[config.mk]
export PLATFORM = sky130hd
export DESIGN_NAME = ce_prescaler_flat
export DESIGN_NICKNAME = d
export VERILOG_FILES = /design/src/rtl/ce_prescaler_if.sv /design/src/rtl/ce_prescaler.sv /design/src/flat_wrapper.sv
export SDC_FILE = /design/constraint.sdc
export NUM_CORES = 1
export LEC_CHECK = 0
export ABC_AREA = 1
export CAP_MARGIN = 20
export CORE_MARGIN = 4
export CORE_UTILIZATION = 45
export DETAILED_ROUTE_END_ITERATION = 7
export GPL_ROUTABILITY_DRIVEN = 0
export HOLD_SLACK_MARGIN = 0.15
export PLACE_DENSITY = 0.66
export SLEW_MARGIN = 5
export SYNTH_ARGS = -nofsm -noshare
export SYNTH_HDL_FRONTEND = slang
export SYNTH_SLANG_ARGS = --single-unit
[constraint.sdc]
create_clock -name clk -period 3.7 [get_ports clk]
set_clock_uncertainty 0.2 [all_clocks]
set_input_delay 0.74 -clock clk [delete_from_list [all_inputs] [get_ports clk]]
set_output_delay 0.74 -clock clk [all_outputs]
set_load 0.02 [all_outputs]
[src/rtl/ce_prescaler_if.sv]
// ----------------------------------------------------------------------------
// ce_prescaler_if
//   Control/status bundle for the ce_prescaler clock-enable generator.
//   master : the controller (drives run/div_load/div_in/step, observes ce/running)
//   slave  : the prescaler itself
// Signals
//   run      level, 1 = generate periodic ce
//   div_load one-cycle strobe, capture div_in into the divider register
//   div_in   new divider value (0 behaves as 1)
//   step     single-step request, rising-edge detected inside the prescaler
//   ce       registered enable pulse, one cycle wide
//   running  registered, 1 while the prescaler is in its RUN state
// ----------------------------------------------------------------------------
interface ce_prescaler_if #(
  parameter int unsigned CNT_W = 16
) ();

  logic             run;
  logic             div_load;
  logic [CNT_W-1:0] div_in;
  logic             step;
  logic             ce;
  logic             running;

  modport master (
    output run,
    output div_load,
    output div_in,
    output step,
    input  ce,
    input  running
  );

  modport slave (
    input  run,
    input  div_load,
    input  div_in,
    input  step,
    output ce,
    output running
  );

endinterface : ce_prescaler_if

[src/rtl/ce_prescaler.sv]
// ----------------------------------------------------------------------------
// ce_prescaler
//   Clock-enable generator: divides the system clock into one-cycle ce pulses
//   every div_eff cycles (div_eff = div_reg, with 0 treated as 1). Feeds the ce
//   input of cntr_2 and other ce-gated counters. Single clock domain, no
//   derived clocks.
//
// Parameters
//   CNT_W        width of the divider register and internal counter
//   DIV_DEFAULT  divider value loaded at reset (>=1, fits in CNT_W)
//
// Ports
//   clk   system clock, rising edge
//   rst   asynchronous, active-high reset
//   bus   ce_prescaler_if.slave: run, div_load, div_in, step -> ce, running
//
// Build option
//   CE_PRESCALER_STEP_EN  when defined, a rising edge on step while idle with
//                         run=0 emits exactly one ce pulse (STEP state). When
//                         undefined the step input is ignored and neither the
//                         STEP state nor the step edge register is built.
//
// Edge priority: rst > div_load > run=0 stop > terminal count > increment.
// ----------------------------------------------------------------------------
module ce_prescaler #(
  parameter int unsigned CNT_W       = 16,
  parameter int unsigned DIV_DEFAULT = 10
) (
  input  logic            clk,
  input  logic            rst,
  ce_prescaler_if.slave   bus
);

`ifdef CE_PRESCALER_STEP_EN
  typedef enum logic [1:0] {
    S_IDLE,
    S_RUN,
    S_STEP
  } state_t;
`else
  typedef enum logic {
    S_IDLE,
    S_RUN
  } state_t;
`endif

  state_t           state_q, state_d;
  logic [CNT_W-1:0] cnt_q, cnt_d;
  logic [CNT_W-1:0] div_reg_q, div_reg_d;
  logic             ce_q, ce_d;
  logic             running_q, running_d;

  logic [CNT_W-1:0] div_eff;
  logic [CNT_W-1:0] div_eff_m1;
  logic             terminal;

`ifdef CE_PRESCALER_STEP_EN
  logic             step_q;
  logic             step_rise;

  assign step_rise = bus.step & ~step_q;
`else
  logic             unused_step;

  assign unused_step = bus.step;
`endif

  assign div_eff    = (div_reg_q == '0) ? CNT_W'(1) : div_reg_q;
  assign div_eff_m1 = div_eff - CNT_W'(1);
  assign terminal   = (cnt_q == div_eff_m1);

  always_comb begin
    state_d   = state_q;
    cnt_d     = cnt_q;
    div_reg_d = div_reg_q;
    ce_d      = 1'b0;

    case (state_q)
      S_IDLE: begin
        cnt_d = '0;
        if (bus.run) begin
          state_d = S_RUN;
`ifdef CE_PRESCALER_STEP_EN
        // A load on the same edge suppresses the step so STEP always
        // carries its ce pulse.
        end else if (step_rise && !bus.div_load) begin
          state_d = S_STEP;
          ce_d    = 1'b1;
`endif
        end
      end

      S_RUN: begin
        if (!bus.run) begin
          state_d = S_IDLE;
          cnt_d   = '0;
        end else if (terminal) begin
          cnt_d = '0;
          ce_d  = 1'b1;
        end else begin
          cnt_d = cnt_q + CNT_W'(1);
        end
      end

`ifdef CE_PRESCALER_STEP_EN
      S_STEP: begin
        cnt_d   = '0;
        state_d = bus.run ? S_RUN : S_IDLE;
      end
`endif

      default: begin
        state_d = S_IDLE;
        cnt_d   = '0;
      end
    endcase

    // Load wins over stop/terminal: restart the count and drop the pulse,
    // while the state transition above still takes effect.
    if (bus.div_load) begin
      div_reg_d = bus.div_in;
      cnt_d     = '0;
      ce_d      = 1'b0;
    end

    running_d = (state_d == S_RUN);
  end

  always_ff @(posedge clk or posedge rst) begin
    if (rst) begin
      state_q   <= S_IDLE;
      cnt_q     <= '0;
      div_reg_q <= CNT_W'(DIV_DEFAULT);
      ce_q      <= 1'b0;
      running_q <= 1'b0;
    end else begin
      state_q   <= state_d;
      cnt_q     <= cnt_d;
      div_reg_q <= div_reg_d;
      ce_q      <= ce_d;
      running_q <= running_d;
    end
  end

`ifdef CE_PRESCALER_STEP_EN
  // Edge history is tracked in every state so a step held across RUN
  // does not fire when the prescaler returns to idle.
  always_ff @(posedge clk or posedge rst) begin
    if (rst) begin
      step_q <= 1'b0;
    end else begin
      step_q <= bus.step;
    end
  end
`endif

  assign bus.ce      = ce_q;
  assign bus.running = running_q;

  cnt_in_range: assert property (@(posedge clk) disable iff (rst) cnt_q <= div_eff_m1);

endmodule : ce_prescaler

[src/flat_wrapper.sv]
// flat-port wrapper written by rule: the top's interface ports become plain ports
module ce_prescaler_flat 
#(
  parameter int unsigned CNT_W       = 16,
  parameter int unsigned DIV_DEFAULT = 10
)
  (clk, rst, bus_run, bus_div_load, bus_div_in, bus_step, bus_ce, bus_running);
  ce_prescaler_if #(.CNT_W(CNT_W)) bus_i ();
  input  logic clk;
  input  logic rst;
  input wire logic [$bits(bus_i.run)-1:0] bus_run;
  input wire logic [$bits(bus_i.div_load)-1:0] bus_div_load;
  input wire logic [$bits(bus_i.div_in)-1:0] bus_div_in;
  input wire logic [$bits(bus_i.step)-1:0] bus_step;
  output wire logic [$bits(bus_i.ce)-1:0] bus_ce;
  output wire logic [$bits(bus_i.running)-1:0] bus_running;
  assign bus_i.run = bus_run;
  assign bus_i.div_load = bus_div_load;
  assign bus_i.div_in = bus_div_in;
  assign bus_i.step = bus_step;
  assign bus_ce = bus_i.ce;
  assign bus_running = bus_i.running;
  ce_prescaler #(.CNT_W(CNT_W), .DIV_DEFAULT(DIV_DEFAULT)) u_core (.clk(clk), .rst(rst), .bus(bus_i));
endmodule
* After elaboration in Yosys (flattened, before gate mapping)
Index checks and enable logic that the tools add are counted.
** Word-level totals
- Register bits after elaboration :: 34
- Word-level logic and storage cells :: 19
** Operators by class
- Add/sub/neg operators :: 2
- Eq/ne operators :: 1
- Mux-type cells :: 10
- Bitwise gates (word level) :: 1
- Reductions and logical operators :: 1
** Operators by type and width (number)
- $mux W16 :: 4
- $pmux W16 S2 :: 1
- $add A16 B1 Y16 const B :: 1
- $eq A16 B16 Y1 :: 1
- $logic_not A16 Y1 :: 1
- $sub A16 B1 Y16 const B :: 1
- $mux W1 :: 5
- $not A1 Y1 :: 1

* Depth between registers and ports, before layout
Gate-level depths: netlist of run 1.
- Depth after elaboration :: 8
- Gate-level depth with buffers :: 21
- Mapped depth without buffers :: 20

* Worst setup path before layout of run 1
Ideal clock, no wire load.
- Kind :: register to register
- Start point :: register u_core.div_reg_q[1]
- End point :: register u_core.cnt_q[14]
- Arrival :: 2.269 ns
- Required time :: 3.378 ns
- Setup slack :: 1.109 ns
- Stages on the path, launching flop included :: 20
- Clock period less this slack :: 2.591 ns
- Path through :: dfstp_2 > nor2_2 > nand2_1 > nor2_2 > nand2_4 > nand2_2 > inv_2 > ha_1 > inv_1 > nor2_1 > nand3_1 > nand3_1 > nand4_1 > nor2_1 > nand2_1 > nor2_2 > nand2_2 > nand2_4 > buf_12 > nor2_2
** On the way
- Longest elaborated chain between the ends :: 8
** Ends and longest elaborated chain
- from (decl) :: line ce_prescaler.sv:49 : logic [CNT_W-1:0] div_reg_q, div_reg_d;
- from (signal assigned) :: line ce_prescaler.sv:133 : div_reg_q <= CNT_W'(DIV_DEFAULT);
- from (signal assigned) :: line ce_prescaler.sv:139 : div_reg_q <= div_reg_d;
- $logic_not A16 Y1 :: line ce_prescaler.sv:68 : assign div_eff = (div_reg_q == '0) ? CNT_W'(1) : div_reg_q;
- $mux W16 * :: line ce_prescaler.sv:68
- $sub A16 B1 Y16 * :: line ce_prescaler.sv:69 : assign div_eff_m1 = div_eff - CNT_W'(1);
- $eq A16 B16 Y1 * :: line ce_prescaler.sv:70 : assign terminal = (cnt_q == div_eff_m1);
- $mux W16 * :: line ce_prescaler.sv:97 : end else if (terminal) begin
- $mux W16 * :: line ce_prescaler.sv:94 : if (!bus.run) begin
- $pmux W16 S2 * :: line ce_prescaler.sv:78 : case (state_q)
- $mux W16 * :: line ce_prescaler.sv:120 : if (bus.div_load) begin
- via u_core.cnt_d[14] :: line ce_prescaler.sv:48 : logic [CNT_W-1:0] cnt_q, cnt_d;
- to (signal assigned) :: line ce_prescaler.sv:138 : cnt_q <= cnt_d;
- to (decl) :: line ce_prescaler.sv:48
The timed path passes the listed nets; every way through them passes the cells marked *.
A chain may end at the register's enable or synchronous reset.

* Final worst setup path of run 1
- Start point :: register u_core.div_reg_q[1]
- End point :: register u_core.cnt_q[4]
Same word-level chain as after synthesis.

==> metrics.csv, run 1 <==
metric,value,unit
status,"complete, no violations",
synthesized area,2160,µm²
Synth area leaders,"dfrtp_1, nand2_1, inv_1, xor2_1, nor2_2",
root buf cell,clkbuf_8,
most frequent cells in the layout,"nand2_1, inv_1, dfrtp_1",
dpl ws,0.699,ns
post-route cell area,2490,µm²
syn nets,304,
Num CTS Buffers,5,
Max Clock Freq,0.336,GHz
WS Path Type,flop to flop,
crit path max fanout,16,
die height,77.2,µm
Iter 0 DRT Violations,96,
placed cells,351,
#FFs+latches synth,34,
number of I/O pins,23,
clock latency on the worst-skew pair,0.28,ns
Bufs on Longest Clock Path,2,
area occupied by multi-input gates,1120,µm²
Die Wd,77.2,µm
Reg area,853,µm²
Core ar.,4500,µm²
CTS tree,done,
# clock sinks,34,
Hold Buf Count CTS,0,
Final nets,329,
Finished Layout Cells,358,
die area,5960,µm²
synthesized instance count,281,
Fin. Hold Viols,0,
Slew @ Worst Pin,0.695,ns
DR pass1 iterations,4,
"Seq/Total Area, Yosys",0.396,
"leading cell type in the layout, fill and taps excluded",nand2_1,
PwrDens,324,nW/µm²
Starting Density,0.479,
syn avg cell area,7.67,µm²
worst reg-to-reg setup slack,0.72,ns
Yosys warning count,0,
RSZ-0062 raised after global routing,no,
Total Neg Setup Slack,0,ns
Post-DP Area,2410,µm²
I/O Buffers,21,
Pins Over Slew Limit,0,
n_diodes,0,
grt ovf,0,
post-DR wirelength/cell,11.9,µm
Post-DP HPWL,3.41,mm
Critical Path End,u_core.cnt_q[4]$_DFF_PP0_,
Layout fillers,451,
r2r startpoint,u_core.div_reg_q[1]$_DFFE_PP1P_,
final WL,4.26,mm
GRT Total Usage,0.158,
post-synthesis cell type count,28,
final setup fails,0,
post-CTS resize count,0,
pin count of the biggest net entering global routing,19,
routed vias/inst,4.87,
Final min period,2.98,ns
worst min path class,flop to flop,
CP startpoint,u_core.div_reg_q[1]$_DFFE_PP1P_,
Routed Antenna Nets,0,
via count,1743,
global-route wire length before repair,7.63,mm
Lkg Pwr,1.12,nW
crit share post-route,0.805,
post-synth top area cell,dfrtp_1,
Remaining DRCs,0,
Peak VDD IR,0.185,mV
Slew HR,0.536,
clock transition at the registers of the reported paths,0.06,ns
number of global-route vias before repair,1697,
layout cell share with drive strength beyond 1,0.144,
max cap viols,0,
RR Endpoint,u_core.cnt_q[4]$_DFF_PP0_,
site row count,24,
CTS H-tree depth,2,
top cell type's share of synthesized area,0.371,
"Setup Fix Bufs, Post-CTS",0,
Setup crit start kind,flop,
area grow syn2layout,15.4,%
data arrival time of the worst path,2.94,ns
Worst EP required,3.67,ns
final setup margin,0.722,ns
reg2reg path depth,18,
initial antenna violation count,0,
crit end category,flop,
==> how the worst min path moves through the flow <==
| stage | start | end | cells after the start |
|---|---|---|---|
| 4_1_cts | u_core.cnt_q[0]$_DFF_PP0_ | u_core.cnt_q[0]$_DFF_PP0_ | 1 |
| 5_1_grt | u_core.div_reg_q[3]$_DFFE_PP1P_ | u_core.div_reg_q[3]$_DFFE_PP1P_ | 2 |
| 3_5_place_dp | u_core.cnt_q[0]$_DFF_PP0_ | u_core.cnt_q[0]$_DFF_PP0_ | 1 |
| 2_1_floorplan | u_core.cnt_q[0]$_DFF_PP0_ | u_core.cnt_q[0]$_DFF_PP0_ | 1 |
| 3_3_place_gp | u_core.cnt_q[0]$_DFF_PP0_ | u_core.cnt_q[0]$_DFF_PP0_ | 1 |
| 6_report | u_core.div_reg_q[1]$_DFFE_PP1P_ | u_core.div_reg_q[1]$_DFFE_PP1P_ | 2 |
==> critical path, cell delays in order (launching register included) <==
cell and delay, ns:
dfstp_2 0.56, nor2_2 0.06, nand2_1 0.07, nor2_2 0.05, nand2_4 0.11, nand2_2 0.07
inv_2 0.07, ha_1 0.25, inv_1 0.06, nor2_1 0.33, nand3_1 0.18, nand3_1 0.12
nand4_1 0.08, nor2_1 0.11, nand2_1 0.07, nor2_2 0.09, nand2_2 0.08, nand2_4 0.21
nor2_1 0.07
==> Yosys cell counts <==
cell      instances
a21o_1            1
a21oi_1           1
buf_12            1
clkbuf_1          4
dfrtp_1          32
dfstp_2           2
ha_1              2
inv_1            37
inv_2             1
mux2_2            5
nand2_1          65
nand2_2           3
nand2_4           3
nand3_1          22
nand3_2           1
nand3b_1          3
nand4_1           9
nor2_1           25
nor2_2           18
nor2_4            2
nor3_1            2
nor3_2            1
nor4_1            2
o21ai_0          17
o21bai_1          1
or2_2             1
xnor2_1           5
xor2_1           15
==> through the flow <==
step                hold slack (ns)  total power [W]   util
floorplan                     0.270         0.000515      -
global placement              0.308         0.000558  0.535
detailed placement            0.321         0.000561  0.535
CTS                           0.330         0.000816  0.552
global route                  0.379         0.000856  0.552
finish                        0.334         0.000807  0.552
==> layout make-up <==
class / instances / share of cell area
clock buffer: 7 / 0.0307
inverter: 38 / 0.0573
multi-input combinational: 204 / 0.452
sequential: 34 / 0.343
tap: 52 / 0.0262
timing repair buffer: 23 / 0.0905
==> power by group <==
part | switching [W] | total, W | leakage, nW | internal [W]
Sequential | 0.0000207 | 0.000412 | 0.437 | 0.000391
Combinational | 0.0000783 | 0.000141 | 0.643 | 0.0000623
Clock | 0.000125 | 0.000255 | 0.0383 | 0.000129
Total | 0.000224 | 0.000807 | 1.12 | 0.000583
==> layer usage <==
layer	wire [µm]	GRT usage	vias to the layer above
met1	2140	0.206	780
met2	1910	0.256	21
met3	126	0.0363	9
met5	0	0	-
met4	79	0.0552	0
li1	-	-	933
==> registers in the layout, indices dropped and copies added (netlist names) <==
name              cells
u_core.state_q        1
u_core.bus.ce         1
u_core.div_reg_q     16
u_core.cnt_q         16
==> logic make-up after synthesis <==
logic type / after synthesis / share of synthesized area
buffers and inverters: 43 / 0.0824
XOR/XNOR: 20 / 0.0813
AND/OR/NAND/NOR: 157 / 0.354
adder cells (fa/ha/maj): 2 / 0.0116
AO/OA/AOI/OAI: 20 / 0.0488
flip-flops: 34 / 0.396
multiplexers: 5 / 0.0261
Power figures use the tool's default switching activity.
==> run 2: changes to the inputs <==
Settings changed: PLACE_DENSITY 0.66 to 0.68.
Clock period 3.7 ns to 2.7 ns, I/O delays scaled along.
==> run 2 against run 1 <==
Compared with the run above: first-iteration DRC count rose by 1.0%; critical path type unchanged; final area up 12%; clock power rose by 49%; routed wire length up 13%; count of clock-buffer cells in the layout did not move; die area did not move; sequential power increased by 35%; largest cell class unchanged; non-clock buffer count rose by 27; global-route usage rose by 2.0 points; fmax grew 14%; core utilization increased by 6.8 points.
==> metrics.csv, run 2 (synthesis gave the netlist of run 1 again) <==
metric,value,unit
Core ar.,4500,µm²
Num CTS Buffers,5,
CTS tree,done,
"leading cell type in the layout, fill and taps excluded",nand2_1,
met2 capacity usage during global routing,0.257,
crit share post-route,0.971,
Max Clock Freq,0.382,GHz
number of global-route vias before repair,1763,
routed vias/inst,4.83,
Die Wd,77.2,µm
Slew HR,0.641,
Pint,0.000873,W
die height,77.2,µm
RSZ-0062 raised after global routing,yes,
placed cells,375,
met3 Use GR,0.0550,
# clock sinks,34,
Finished Layout Cells,387,
clock latency on the worst-skew pair,0.28,ns
CTS H-tree depth,2,
Final nets,357,
initial antenna violation count,0,
number of I/O pins,23,
root buf cell,clkbuf_8,
Lkg Pwr,1.29,nW
data arrival time of the worst path,2.60,ns
GRT Total Usage,0.179,
Starting Density,0.479,
Clock power frac,0.315,
PwrDens,433,nW/µm²
via count,1868,
most frequent cells in the layout,"nand2_1, inv_1, dfrtp_1",
die area,5960,µm²
post-DR wirelength/cell,12.5,µm
max cap viols,0,
Iter 0 DRT Violations,97,
Comb power frac,0.225,
final core utilization,0.620,
Fin. Hold Viols,0,
Setup crit start kind,flop,
biggest regs,"u_core.cnt_q: 16 flops, u_core.div_reg_q: 16 flops",
Bufs on Longest Clock Path,2,
crit end category,flop,
Slew @ Worst Pin,0.534,ns
final WL,4.84,mm
register share of total power,0.460,
n_diodes,0,
site row count,24,
Routed Antenna Nets,0,
pin count of the biggest net entering global routing,35,
Worst EP required,2.68,ns
final setup fails,0,
Hold Buf Count CTS,0,
Remaining DRCs,0,
DR pass1 iterations,4,
crit path max fanout,8,
NetSw,0.000335,W
GRT met1 Usage,0.253,
switching part of the total,0.277,
Post-DP HPWL,3.54,mm
area grow syn2layout,29.5,%
worst min path class,flop to flop,
Final min period,2.62,ns
I/O Buffers,21,
clock transition at the registers of the reported paths,0.06,ns
Pins Over Slew Limit,0,
WS Path Type,flop to flop,
global-route wire length before repair,8.33,mm
layout cell share with drive strength beyond 1,0.239,
status,"complete, no violations",
Top Usage Layer GRT,met2,
grt ovf,0,
Peak VDD IR,0.214,mV
run 2: cell types whose count changed in the layout (fill, tap and decap cells not counted), sizes merged:
cell / before / now
nand2: 71 / 72
clkinv: 0 / 1
buf: 2 / 29
run 2: area by class of cell:
class	count	area [µm²]
inverter	38	143
tap	52	65.1
clock inverter	1	5.00
clock buffer	7	86.3
fill	414	1710
timing repair buffer	50	432
sequential	34	853
multi-input combinational	205	1210
run 2: timing repair:
item	in CTS	in global routing
pin swaps	2	11
gates cloned	1	0
endpoints found under the setup margin	16	17
resized for setup	4	13
buffers inserted	0	3
run 2: worst max-delay path, cell delays in order (launching register included):
cell	delay, ns
dfrtp_1	0.40
nor2_2	0.16
nand2_2	0.10
nor2_4	0.15
nand2_4	0.06
nand2_2	0.06
inv_2	0.05
ha_4	0.15
buf_6	0.12
xor2_2	0.18
or2_4	0.14
nand4_1	0.08
nor2_1	0.13
nand2_1	0.07
nor2_2	0.15
nand2_4	0.12
nand2_8	0.14
nor2_2	0.04
run 2: per-layer routing:
metal,wire [µm],part of all wire
met2,2050,0.42
met4,114,0.024
met1,2390,0.49
met3,278,0.057
met5,0,0
run 2: worst paths after layout:
| check | slack, ns | endpoint | from | cells past startpoint |
|---|---|---|---|---|
| worst max-delay path | 0.08 | u_core.cnt_q[6]$_DFF_PP0_ | u_core.div_reg_q[5]$_DFFE_PP0P_ | 17 |
| worst min-delay path | 0.32 | u_core.cnt_q[0]$_DFF_PP0_ | u_core.cnt_q[0]$_DFF_PP0_ | 1 |
| worst max register to register | 0.08 | u_core.cnt_q[6]$_DFF_PP0_ | u_core.div_reg_q[5]$_DFFE_PP0P_ | 17 |
| worst min register to register | 0.32 | u_core.cnt_q[0]$_DFF_PP0_ | u_core.cnt_q[0]$_DFF_PP0_ | 1 |
| max in group asynchronous | 1.50 | u_core.div_reg_q[1]$_DFFE_PP1P_ | rst | 3 |
| min in group asynchronous | 0.44 | u_core.cnt_q[2]$_DFF_PP0_ | rst | 3 |
run 2: power by group through the flow:
stage	clock, W	combinational (W)	sequential (W)
floorplan	0	0.000138	0.000568
global placement	0	0.000247	0.000563
detailed placement	0	0.000251	0.000563
CTS	0.000396	0.000257	0.000555
global route	0.000427	0.000305	0.000559
finish	0.000381	0.000272	0.000556
run 2: stage by stage:
step	TNS [ns]	area, µm²	total power, W	hold slack [ns]	worst slack [ns]
2_1_floorplan	0	2160	0.000706	0.270	0.109
3_3_place_gp	0	2590	0.000810	0.303	0.0136
3_5_place_dp	-0.388	2590	0.000814	0.315	-0.0447
4_1_cts	0	2720	0.00121	0.323	0.0305
5_1_grt	-1.41	2790	0.00129	0.379	-0.0918
6_report	0	2790	0.00121	0.324	0.0790
==> run 3: changes to the inputs <==
Settings changed: PLACE_DENSITY 0.68 to 0.76, SLEW_MARGIN 5 to 20.
==> run 3 against run 2 <==
Compared with the run above: critical path depth unchanged; total power decreased by 1.9%; global-route usage is 1.0 points lower; setup slack better by 0.069 ns; sequential power is essentially flat; count of clock-buffer cells in the layout unchanged; register-to-register slack better by 0.07 ns; non-clock buffer count grew 2.
==> metrics.csv, run 3 (synthesis gave the netlist of run 1 again) <==
metric,value,unit
status,"complete, no violations",
worst reg-to-reg setup slack,0.15,ns
Iter 0 DRT Violations,127,
CTS tree,done,
initial antenna violation count,0,
Pint,0.000850,W
Critical Path End,u_core.bus.ce$_DFF_PP0_,
Overall Power,0.00119,W
met1 wire length,2.07,mm
"leading cell type in the layout, fill and taps excluded",nand2_1,
Hold Startpoint,u_core.cnt_q[0]$_DFF_PP0_,
Clock power frac,0.293,
biggest regs,"u_core.cnt_q: 16 flops, u_core.div_reg_q: 16 flops",
Peak VDD IR,0.392,mV
layout cell share with drive strength beyond 1,0.256,
pin count of the biggest net entering global routing,35,
Core ar.,4500,µm²
Final min period,2.55,ns
CP startpoint,u_core.div_reg_q[6]$_DFFE_PP0P_,
Finished Layout Cells,388,
die area,5960,µm²
Routed Antenna Nets,0,
Total Neg Setup Slack,0,ns
Setup crit start kind,flop,
Max Clock Freq,0.392,GHz
clock latency on the worst-skew pair,0.28,ns
WL met2,2.39,mm
crit share post-route,0.945,
DR pass1 iterations,4,
root buf cell,clkbuf_8,
PwrDens,422,nW/µm²
Comb power frac,0.238,
WS Path Type,flop to flop,
final setup fails,0,
Post-DP HPWL,3.58,mm
DR WL met3,231,µm
I/O Buffers,21,
NetSw,0.000336,W
crit path max fanout,4,
reg2reg path depth,17,
worst min path class,flop to flop,
number of I/O pins,23,
max cap viols,0,
Lkg Pwr,1.29,nW
clock transition at the registers of the reported paths,0.06,ns
# clock sinks,34,
data arrival time of the worst path,2.56,ns
via count,1964,
Pins Over Slew Limit,0,
number of global-route vias before repair,1811,
CTS H-tree depth,2,
Fin. Hold Viols,0,
Layout fillers,384,
n_diodes,0,
placed cells,375,
register share of total power,0.469,
final core utilization,0.624,
Final nets,359,
site row count,24,
Hold Path Stages,1,
global-route wire length before repair,7.91,mm
Slew HR,0.682,
crit end category,flop,
most frequent cells in the layout,"nand2_1, inv_1, dfrtp_1",
GRT Total Usage,0.168,
RR Endpoint,u_core.bus.ce$_DFF_PP0_,
Slew @ Worst Pin,0.473,ns
Remaining DRCs,0,
final WL,4.80,mm
r2r startpoint,u_core.div_reg_q[6]$_DFFE_PP0P_,
Worst EP required,2.71,ns
routed vias/inst,5.06,
Die Wd,77.2,µm
Num CTS Buffers,5,
post-DR wirelength/cell,12.4,µm
Top Layer Used,met4,
switching part of the total,0.283,
Starting Density,0.479,
Bufs on Longest Clock Path,2,
area grow syn2layout,30.4,%
die height,77.2,µm
grt ovf,0,
run 3: changes by cell type in the layout (fill, tap and decap cells not counted), sizes merged:
cell / delta
buf: +2
clkinv: -1
run 3: area by class of cell:
class | instances | area [µm²] | share of cell area
multi-input combinational | 205 | 1230 | 0.436
sequential | 34 | 853 | 0.304
timing repair buffer | 52 | 447 | 0.159
inverter | 38 | 143 | 0.0508
clock buffer | 7 | 76.3 | 0.0272
tap | 52 | 65.1 | 0.0232
run 3: routing by layer:
| metal | vias up | track usage |
|---|---|---|
| li1 | 996 | - |
| met1 | 902 | 0.210 |
| met4 | 0 | 0.0587 |
| met2 | 57 | 0.285 |
| met5 | - | 0 |
| met3 | 9 | 0.0363 |
run 3: power groups by stage:
stage | Combinational [W] | Sequential (W) | Clock, W
2_1_floorplan | 0.000138 | 0.000568 | 0
3_3_place_gp | 0.000244 | 0.000561 | 0
3_5_place_dp | 0.000251 | 0.000562 | 0
4_1_cts | 0.000253 | 0.000553 | 0.000357
5_1_grt | 0.000315 | 0.000558 | 0.000382
6_report | 0.000283 | 0.000556 | 0.000347
run 3: worst max-delay path, stage by stage, from the launching register on:
cell	delay [ns]
dfrtp_1	0.41
nor2_1	0.13
nand2_2	0.09
nor2_4	0.15
nand2_4	0.06
nand2_2	0.07
inv_2	0.05
ha_4	0.17
buf_4	0.13
xor2_1	0.16
or2_2	0.14
nand4_1	0.10
nor2_1	0.10
nand2_1	0.06
nor2_2	0.12
nand2_4	0.11
buf_4	0.15
nor2_1	0.08
run 3: worst min path at each step:
stage | slack (ns) | to
after floorplan | 0.27 | u_core.cnt_q[0]$_DFF_PP0_
after global placement | 0.30 | u_core.cnt_q[0]$_DFF_PP0_
after detailed placement | 0.33 | u_core.cnt_q[0]$_DFF_PP0_
after CTS | 0.34 | u_core.cnt_q[0]$_DFF_PP0_
after global routing | 0.38 | u_core.cnt_q[0]$_DFF_PP0_
final | 0.33 | u_core.cnt_q[0]$_DFF_PP0_
run 3: stage by stage:
stage	area (µm²)	worst slack (ns)	hold slack [ns]
finish	2810	0.148	0.326
global route	2810	-0.0164	0.381
CTS	2680	0.00504	0.336
detailed placement	2590	-0.0690	0.326
global placement	2590	-0.0175	0.304
floorplan	2160	0.109	0.270
run 3: what timing repair did:
item | 4_1_cts | 5_1_grt
buffers inserted | 0 | 5
gates resized for setup | 2 | 22
cloned | 0 | 1
pin swaps | 0 | 12
setup endpoints to repair | 16 | 17
hold buffers | 0 | 0
